$ cat config.mk
export PLATFORM = sky130hd
export DESIGN_NAME = conseq00_stream_sched_flat
export DESIGN_NICKNAME = d
export VERILOG_FILES = /design/src/rtl/conseq00_stream_sched_pkg.sv /design/src/rtl/conseq00_stream_sched_if.sv /design/src/rtl/conseq00_stream_sched_rr_arbiter.sv /design/src/rtl/conseq00_stream_sched.sv /design/src/flat_wrapper.sv
export SDC_FILE = /design/constraint.sdc
export NUM_CORES = 1
export LEC_CHECK = 0
export ABC_AREA = 1
export BUFFER_PORTS_ARGS = -buffer_cell sky130_fd_sc_hd__buf_2
export CORE_MARGIN = 8
export CORE_UTILIZATION = 55
export DETAILED_ROUTE_END_ITERATION = 8
export PLACE_DENSITY = 0.9
export SLEW_MARGIN = 0
export SYNTH_ARGS = -nofsm -noshare
export SYNTH_HDL_FRONTEND = slang
export SYNTH_SLANG_ARGS = --single-unit
export TNS_END_PERCENT = 10
$ cat constraint.sdc
create_clock -name clk -period 4 [get_ports clk]
set_input_delay 0.2 -clock clk [delete_from_list [all_inputs] [get_ports clk]]
set_output_delay 0.2 -clock clk [all_outputs]
set_load 0.01 [all_outputs]
$ cat src/rtl/conseq00_stream_sched_pkg.sv
// Shared types and helpers for the conseq00 stream scheduler.
package conseq00_stream_sched_pkg;

    // Scheduler sequencing states
    typedef enum logic [2:0] {
        ST_IDLE  = 3'd0,
        ST_CLEAR = 3'd1,
        ST_SHIFT = 3'd2,
        ST_DRAIN = 3'd3,
        ST_DONE  = 3'd4
    } state_t;

    // Ceiling log2, used to size requester IDs, bit counters and hit counts
    function automatic int clog2(input int value);
        int r;
        r = 0;
        for (int p = 1; p < value; p = p * 2) begin
            r++;
        end
        return r;
    endfunction

endpackage

$ cat src/rtl/conseq00_stream_sched_if.sv
// Requester / result bundle between the parallel producers and the scheduler.
interface conseq00_stream_sched_if
    import conseq00_stream_sched_pkg::*;
#(
    parameter int NREQ  = 4,
    parameter int WIDTH = 8
);
    localparam int ID_W  = clog2(NREQ);
    localparam int HIT_W = clog2(WIDTH + 1);

    logic [NREQ-1:0]       req;
    logic [NREQ*WIDTH-1:0] req_data;
    logic [NREQ-1:0]       gnt;
    logic                  res_valid;
    logic [ID_W-1:0]       res_id;
    logic [WIDTH-1:0]      res_flags;
    logic [HIT_W-1:0]      res_hits;

    modport master (
        output req, req_data,
        input  gnt, res_valid, res_id, res_flags, res_hits
    );

    modport slave (
        input  req, req_data,
        output gnt, res_valid, res_id, res_flags, res_hits
    );

endinterface

$ cat src/rtl/conseq00_stream_sched_rr_arbiter.sv
// Round-robin pick: first set request searching upward from ptr, wrapping.
module conseq00_stream_sched_rr_arbiter
    import conseq00_stream_sched_pkg::*;
#(
    parameter int NREQ = 4
) (
    input  logic [NREQ-1:0]        req,
    input  logic [clog2(NREQ)-1:0] ptr,
    output logic [NREQ-1:0]        grant
);
    localparam int ID_W = clog2(NREQ);

    logic            found;
    logic [ID_W-1:0] idx;

    // Walk the requesters in priority order starting at ptr; first hit wins
    always_comb begin
        grant = '0;
        found = 1'b0;
        idx   = '0;
        for (int i = 0; i < NREQ; i++) begin
            idx = ID_W'((int'(ptr) + i) % NREQ);
            if (!found && req[idx]) begin
                grant[idx] = 1'b1;
                found      = 1'b1;
            end
        end
    end

endmodule

$ cat src/rtl/conseq00_stream_sched.sv
// Shares one external serial detector between NREQ requesters: arbitrates,
// clears the detector, shifts the winning word in MSB-first and collects
// the detector output after every bit into a flag vector and hit count.
//
// state | meaning
// IDLE  | waiting for a request; grant is issued combinationally here
// CLEAR | detector held in reset for one cycle
// SHIFT | word bits on det_x, MSB first; flags captured from 2nd bit on
// DRAIN | det_x low; capture flag for the last bit, load result registers
// DONE  | res_valid pulse; back to IDLE next cycle
module conseq00_stream_sched
    import conseq00_stream_sched_pkg::*;
#(
    parameter int NREQ  = 4,
    parameter int WIDTH = 8
) (
    input  logic                    clk,
    input  logic                    reset_n,
    conseq00_stream_sched_if.slave  bus,
    output logic                    det_rst_n,
    output logic                    det_x,
    input  logic                    det_y
);
    localparam int ID_W  = clog2(NREQ);
    localparam int HIT_W = clog2(WIDTH + 1);
    localparam int CNT_W = clog2(WIDTH);

    state_t           state;
    logic [ID_W-1:0]  ptr;
    logic [ID_W-1:0]  id_q;
    logic [ID_W-1:0]  win_id;
    logic [NREQ-1:0]  arb_gnt;
    logic [WIDTH-1:0] shreg;
    logic [WIDTH-1:0] win_data;
    logic [WIDTH-1:0] flags;
    logic [WIDTH-1:0] flags_nxt;
    logic [HIT_W-1:0] hits_nxt;
    logic [CNT_W-1:0] cnt;

    conseq00_stream_sched_rr_arbiter #(.NREQ(NREQ)) u_arb (
        .req   (bus.req),
        .ptr   (ptr),
        .grant (arb_gnt)
    );

    // A grant is only meaningful while idle; it doubles as the sample strobe
    assign bus.gnt = (state == ST_IDLE) ? arb_gnt : '0;
    assign det_x   = (state == ST_SHIFT) & shreg[WIDTH-1];

    // Encode the one-hot winner and select its word
    always_comb begin
        win_id   = '0;
        win_data = '0;
        for (int k = 0; k < NREQ; k++) begin
            if (arb_gnt[k]) begin
                win_id   = ID_W'(k);
                win_data = bus.req_data[k*WIDTH +: WIDTH];
            end
        end
    end

    // Oldest captured flag ends up at the MSB; popcount of the final vector
    always_comb begin
        flags_nxt = {flags[WIDTH-2:0], det_y};
        hits_nxt  = '0;
        for (int i = 0; i < WIDTH; i++) begin
            hits_nxt = hits_nxt + HIT_W'(flags_nxt[i]);
        end
    end

    // Sequencing FSM with registered detector reset and result outputs
    always_ff @(posedge clk or negedge reset_n) begin
        if (!reset_n) begin
            state         <= ST_IDLE;
            ptr           <= '0;
            id_q          <= '0;
            shreg         <= '0;
            flags         <= '0;
            cnt           <= '0;
            det_rst_n     <= 1'b0;
            bus.res_valid <= 1'b0;
            bus.res_id    <= '0;
            bus.res_flags <= '0;
            bus.res_hits  <= '0;
        end else begin
            det_rst_n     <= 1'b1;
            bus.res_valid <= 1'b0;
            case (state)
                ST_IDLE: begin
                    if (|arb_gnt) begin
                        shreg     <= win_data;
                        id_q      <= win_id;
                        ptr       <= (win_id == ID_W'(NREQ - 1)) ? '0 : win_id + 1'b1;
                        flags     <= '0;
                        det_rst_n <= 1'b0;
                        state     <= ST_CLEAR;
                    end
                end
                ST_CLEAR: begin
                    cnt   <= CNT_W'(WIDTH - 1);
                    state <= ST_SHIFT;
                end
                ST_SHIFT: begin
                    shreg <= {shreg[WIDTH-2:0], 1'b0};
                    // det_y during the first bit still shows the cleared state
                    if (cnt != CNT_W'(WIDTH - 1)) begin
                        flags <= flags_nxt;
                    end
                    if (cnt == '0) begin
                        state <= ST_DRAIN;
                    end else begin
                        cnt <= cnt - 1'b1;
                    end
                end
                ST_DRAIN: begin
                    flags         <= flags_nxt;
                    bus.res_valid <= 1'b1;
                    bus.res_id    <= id_q;
                    bus.res_flags <= flags_nxt;
                    bus.res_hits  <= hits_nxt;
                    state         <= ST_DONE;
                end
                ST_DONE: begin
                    state <= ST_IDLE;
                end
                default: begin
                    state <= ST_IDLE;
                end
            endcase
        end
    end

endmodule

$ cat src/flat_wrapper.sv
// flat-port wrapper written by rule: the top's interface ports become plain ports
module conseq00_stream_sched_flat import conseq00_stream_sched_pkg::*;
#(
    parameter int NREQ  = 4,
    parameter int WIDTH = 8
)
  (clk, reset_n, det_rst_n, det_x, det_y, bus_req, bus_req_data, bus_gnt, bus_res_valid, bus_res_id, bus_res_flags, bus_res_hits);
  conseq00_stream_sched_if #(.NREQ(NREQ), .WIDTH(WIDTH)) bus_i ();
  input  logic clk;
  input  logic reset_n;
  output logic det_rst_n;
  output logic det_x;
  input  logic det_y;
  input wire logic [$bits(bus_i.req)-1:0] bus_req;
  input wire logic [$bits(bus_i.req_data)-1:0] bus_req_data;
  output wire logic [$bits(bus_i.gnt)-1:0] bus_gnt;
  output wire logic [$bits(bus_i.res_valid)-1:0] bus_res_valid;
  output wire logic [$bits(bus_i.res_id)-1:0] bus_res_id;
  output wire logic [$bits(bus_i.res_flags)-1:0] bus_res_flags;
  output wire logic [$bits(bus_i.res_hits)-1:0] bus_res_hits;
  assign bus_i.req = bus_req;
  assign bus_i.req_data = bus_req_data;
  assign bus_gnt = bus_i.gnt;
  assign bus_res_valid = bus_i.res_valid;
  assign bus_res_id = bus_i.res_id;
  assign bus_res_flags = bus_i.res_flags;
  assign bus_res_hits = bus_i.res_hits;
  conseq00_stream_sched #(.NREQ(NREQ), .WIDTH(WIDTH)) u_core (.clk(clk), .reset_n(reset_n), .bus(bus_i), .det_rst_n(det_rst_n), .det_x(det_x), .det_y(det_y));
endmodule
* Word level (Yosys, flattened, before mapping)
Cells that the tools add are included.
** Storage, ports and cells
- Register bits after elaboration :: 41
- Logic and storage cells :: 110
** Operators by class
- Muxes and demuxes :: 45
- Bitwise gates (word level) :: 4
- Equality and inequality tests :: 9
- Reductions and logical operators :: 21
- $lt $le $gt $ge :: 8
- $add $sub $neg :: 12
** Operator list (count)
- $mux W8 :: 5
- $pmux W7 S3 :: 1
- $add A4 B1 Y4 :: 5
- $mux W4 :: 5
- $pmux W8 S2 :: 1
- $mux W1 :: 15
- $mux W7 :: 2
- $lt A2 B3 Y1 const B :: 4
- $or A4 B4 Y4 :: 3
- $pmux W3 S4 :: 1
- $mux W3 :: 3
- $bmux W1 S2 :: 4
- $demux W1 S2 :: 4
- $ge A2 B1 Y1 const B :: 4
- $ne A2 B2 Y1 const B :: 4
- $reduce_and A2 Y1 :: 4
- $logic_and A1 B1 Y1 :: 7
- $eq A3 B2 Y1 const B :: 2
- $logic_not A3 Y1 :: 2
- $mux W2 :: 3
- $pmux W3 S2 :: 1
- $add A2 B1 Y2 const B :: 2
- $add A2 B2 Y2 const B :: 2
- $reduce_bool A2 Y1 :: 2
- other kinds (11) :: 13

* Depth between registers and ports, before layout
- Depth after elaboration :: 18
- Gate-level depth with buffers :: 18

* By module
From an unflattened synthesis, not the netlist that was laid out.
** Unflattened totals
- Cells, all modules :: 361
- Area, all modules :: 2792.7 um2
** Modules (own cells, without submodules)
- conseq00_stream_sched :: cells each 288, sequential area each 1026.0 um2, times used 1, area an instance 2393.5 um2
- conseq00_stream_sched_rr_arbiter :: cells each 73, sequential area each 0.0 um2, times used 1, area an instance 399.1 um2

* Worst setup path before layout
No wires, ideal clock.
- Path kind :: register to register
- Start point :: register u_core.flags[0]
- End point :: register u_core.bus.res_hits[2]
- Clock period less this slack :: 2904 ps
- Slack :: 1096 ps
- Required time :: 3917 ps
- Buffers on the path :: 0
- Setup time :: 83 ps
- Arrival time :: 2821 ps
- Cell stages (with the launch flop) :: 11
- Cells stage by stage :: dfrtp_1 -> fa_1 -> inv_1 -> fa_1 -> fa_1 -> inv_1 -> ha_1 -> inv_1 -> fa_1 -> xor2_1 -> o21ai_0
** Between the ends
- Word-level cells in the longest chain between the ends :: 7
** RTL lines
- start, declared :: line conseq00_stream_sched.sv:35 : logic [WIDTH-1:0] flags;
- start signal, assigned :: line conseq00_stream_sched.sv:107 : flags <= flags_nxt;
- start signal, assigned :: line conseq00_stream_sched.sv:116 : flags <= flags_nxt;
- $add A1 B1 Y2 :: line conseq00_stream_sched.sv:67 : hits_nxt = hits_nxt + HIT_W'(flags_nxt[i]);
- $add A2 B1 Y3 :: line conseq00_stream_sched.sv:67
- $add A4 B1 Y4 (5 in series) :: line conseq00_stream_sched.sv:67
- end signal, assigned :: line conseq00_stream_sched.sv:120 : bus.res_hits <= hits_nxt;
- end, declared :: line conseq00_stream_sched_if.sv:26 : output gnt, res_valid, res_id, res_flags, res_hits
No other way between the ends.
A chain may end at the register's enable or synchronous reset.

* Worst setup path in the final report
Same ends and word-level chain as after synthesis.

==> run metrics <==
Initial Util=0.5593; critical path startpoint category=register; grt total ovfl=0; final period utilization=0.7498; cts repair resizes=0; Post-Route Utilization=0.6409; # diodes=0; Yosys warnings=0; Clock transition at path regs=0.08 ns; Layout Nets=483; clk root buf=clkbuf_8; GRT Total Usage=0.1693; Die Y=just under 90 um; PwrDens=941.5 nW/um2; postcts setup bufs=0; GP Congestion=0.8492; slew at the pin closest to its max-slew limit=0.8610 ns; clk sinks=41; drt first pass iters=4; core area=5042 um2; number of I/O pins=60; First DRT Iteration DRCs=135; ANT nets after route=0; drt via density=5.084; main area contributors after synthesis=dfrtp_1 (36%), nand2_1 (17%), nand3_1 (7.3%); Syn Std Cell Area=2820 um2; Peak VDD IR=0.5251 mV; Static Leak=0.001803 uW; MaxCap Viol Count=0; RSZ-0062 raised after global routing=no; routed vias=2537; Worst setup EP type=register; Avg Synthesized Cell Area=roughly 7.6 um2; flops & latches, synth=~40; htree depth=2; Total Wirelength=~6000 um; Die Area=7675 um2; hold_buf cts=0; routed len/inst=between 10 and 15 um; largest net degree at the start of global routing=42; area fraction of the dominant cell type after synthesis=0.3638; num rows=26; FMAX=0.3334 GHz; slew margin rel.=0.4260; Worst Path Arrival=3.22 ns; design area=3232 um2; crit-path max FO=4; sequential fraction of the synthesis area=0.3638; Worst Path Class, Setup=reg -> reg; die width=87.61 um; CP Data Required Time=4.22 ns; CTS tree=yes; final hold viol count=0; Post-synth EDFFs=0; CTS Buf Count=5; worst hold-check path type=in -> async; area leader, netlist=dfrtp_1; final setup vio count=0; Mapped Nets=roughly 430; Slew Viols, Final=0; min Tclk post-route=2.999 ns; dpl cell area=3112 um2; DPL Wire Length=about 4600 um; initial antenna violation count=0; share of post-route cells with drive strength above 1=0.2378; detailed-route DRC error count=0; PortBufs=59; Synth Flop Type=dfrtp_1; Area Growth Syn to Fin=14.60%; asr flop ratio synth=1.000; most frequent cells in the layout=nand2_1 (128), buf_2 (59), nand3_1 (41), dfrtp_1 (41), inv_1 (35); Clock Latency Late Sink=0.30 ns; Cells after Synth=373; commonest non-fill, non-tap cell in the layout=nand2_1; Netlist cell types=32; setup TNS=0 ns; clk_skew=0.01097 ns; first-pass GRT wire length=10580 um; vias in the first global route=about 2500; status=complete, no violations; Clock Tree Buf Depth=2
[through the flow]
stage	cells	hold WS, ns	worst slack (ns)	total power [uW]
floorplan	373	-0.09559	1.096	2400
global placement	491	0.3580	1.055	2630
global route	499	0.08834	0.8122	3366
finish	499	0.005891	1.001	3043
detailed placement	491	0.3658	1.003	2698
CTS	499	0.04054	0.9829	3054
[worst max-delay path, cell delays in order, from the launching register on]
cell     delay [ns]
dfrtp_1        0.43
fa_1           0.52
inv_1          0.05
fa_1           0.50
fa_1           0.48
inv_1          0.07
ha_1           0.15
inv_1          0.05
fa_1           0.37
xor2_1         0.17
o21ai_0        0.15
[cell type report]
class                           count  area (um2)
Clock buffer                        6       82.58
Clock inverter                      2       37.54
Fill cell                         409        1810
Inverter                           44       170.2
Multi-Input combinational cell    277        1533
Sequential cell                    41        1026
Tap cell                           70       87.58
Timing Repair Buffer               59       295.3
[sequential cells by signal, indices dropped and copies added (netlist names)]
register	flops
u_core.bus.res_flags	8
u_core.shreg	8
u_core.flags	7
u_core.bus.res_hits	4
u_core.cnt	3
u_core.state	3
u_core.bus.res_id	2
u_core.id_q	2
u_core.ptr	2
u_core.bus.res_valid	1
u_core.det_rst_n	1
[Yosys cell counts (3+ instances only)]
cell type / count
ha_1: 12
a21oi_1: 12
nand3_4: 6
nand3_2: 4
o21ai_1: 6
fa_1: 4
buf_4: 3
clkbuf_1: 3
o21ai_0: 10
nand2_1: 128
nand2_4: 4
nand4_1: 7
nand3_1: 41
nor2_4: 4
inv_1: 35
nor2_1: 24
buf_6: 3
dfrtp_1: 41
inv_2: 6
nand2_2: 5
[power by group]
group	leakage [uW]	internal, uW	switching [uW]
logic	0.00122	656	1330
clock network	0.0000574	203	145
registers	0.000523	585	119
[cell families after synthesis]
family	share of synthesized area
AOI/OAI and AO/OA	0.06433
xor gates and xnor gates	0.003106
adders and majority gates	0.08163
buffers and inverters	0.09272
DFF	0.3638
and+or+nand+nor	0.3944
[path summary, 6_finish.rpt]
check	to	slack (ns)	startpoint	cells after the start
worst max-delay path	u_core.bus.res_hits[2]	1.00	u_core.flags[0]	10
worst min-delay path	u_core.bus.res_hits[3]	0.006	reset_n	1
worst max register to register	u_core.bus.res_hits[2]	1.00	u_core.flags[0]	10
worst min register to register	u_core.bus.res_flags[1]	0.47	u_core.bus.res_flags[1]	2
max in group asynchronous	u_core.cnt[1]	3.45	reset_n	1
min in group clk	u_core.bus.res_flags[0]	0.15	det_y	3
[metal layers]
layer	part of all wire	up-vias	global-route usage
met5	0	-	0
met4	0.0045	0	0.04688
met3	0.043	4	0.04034
met2	0.52	57	0.2913
met1	0.44	1179	0.2051
li1	-	1297	-
(Power assumes the default switching activity.)
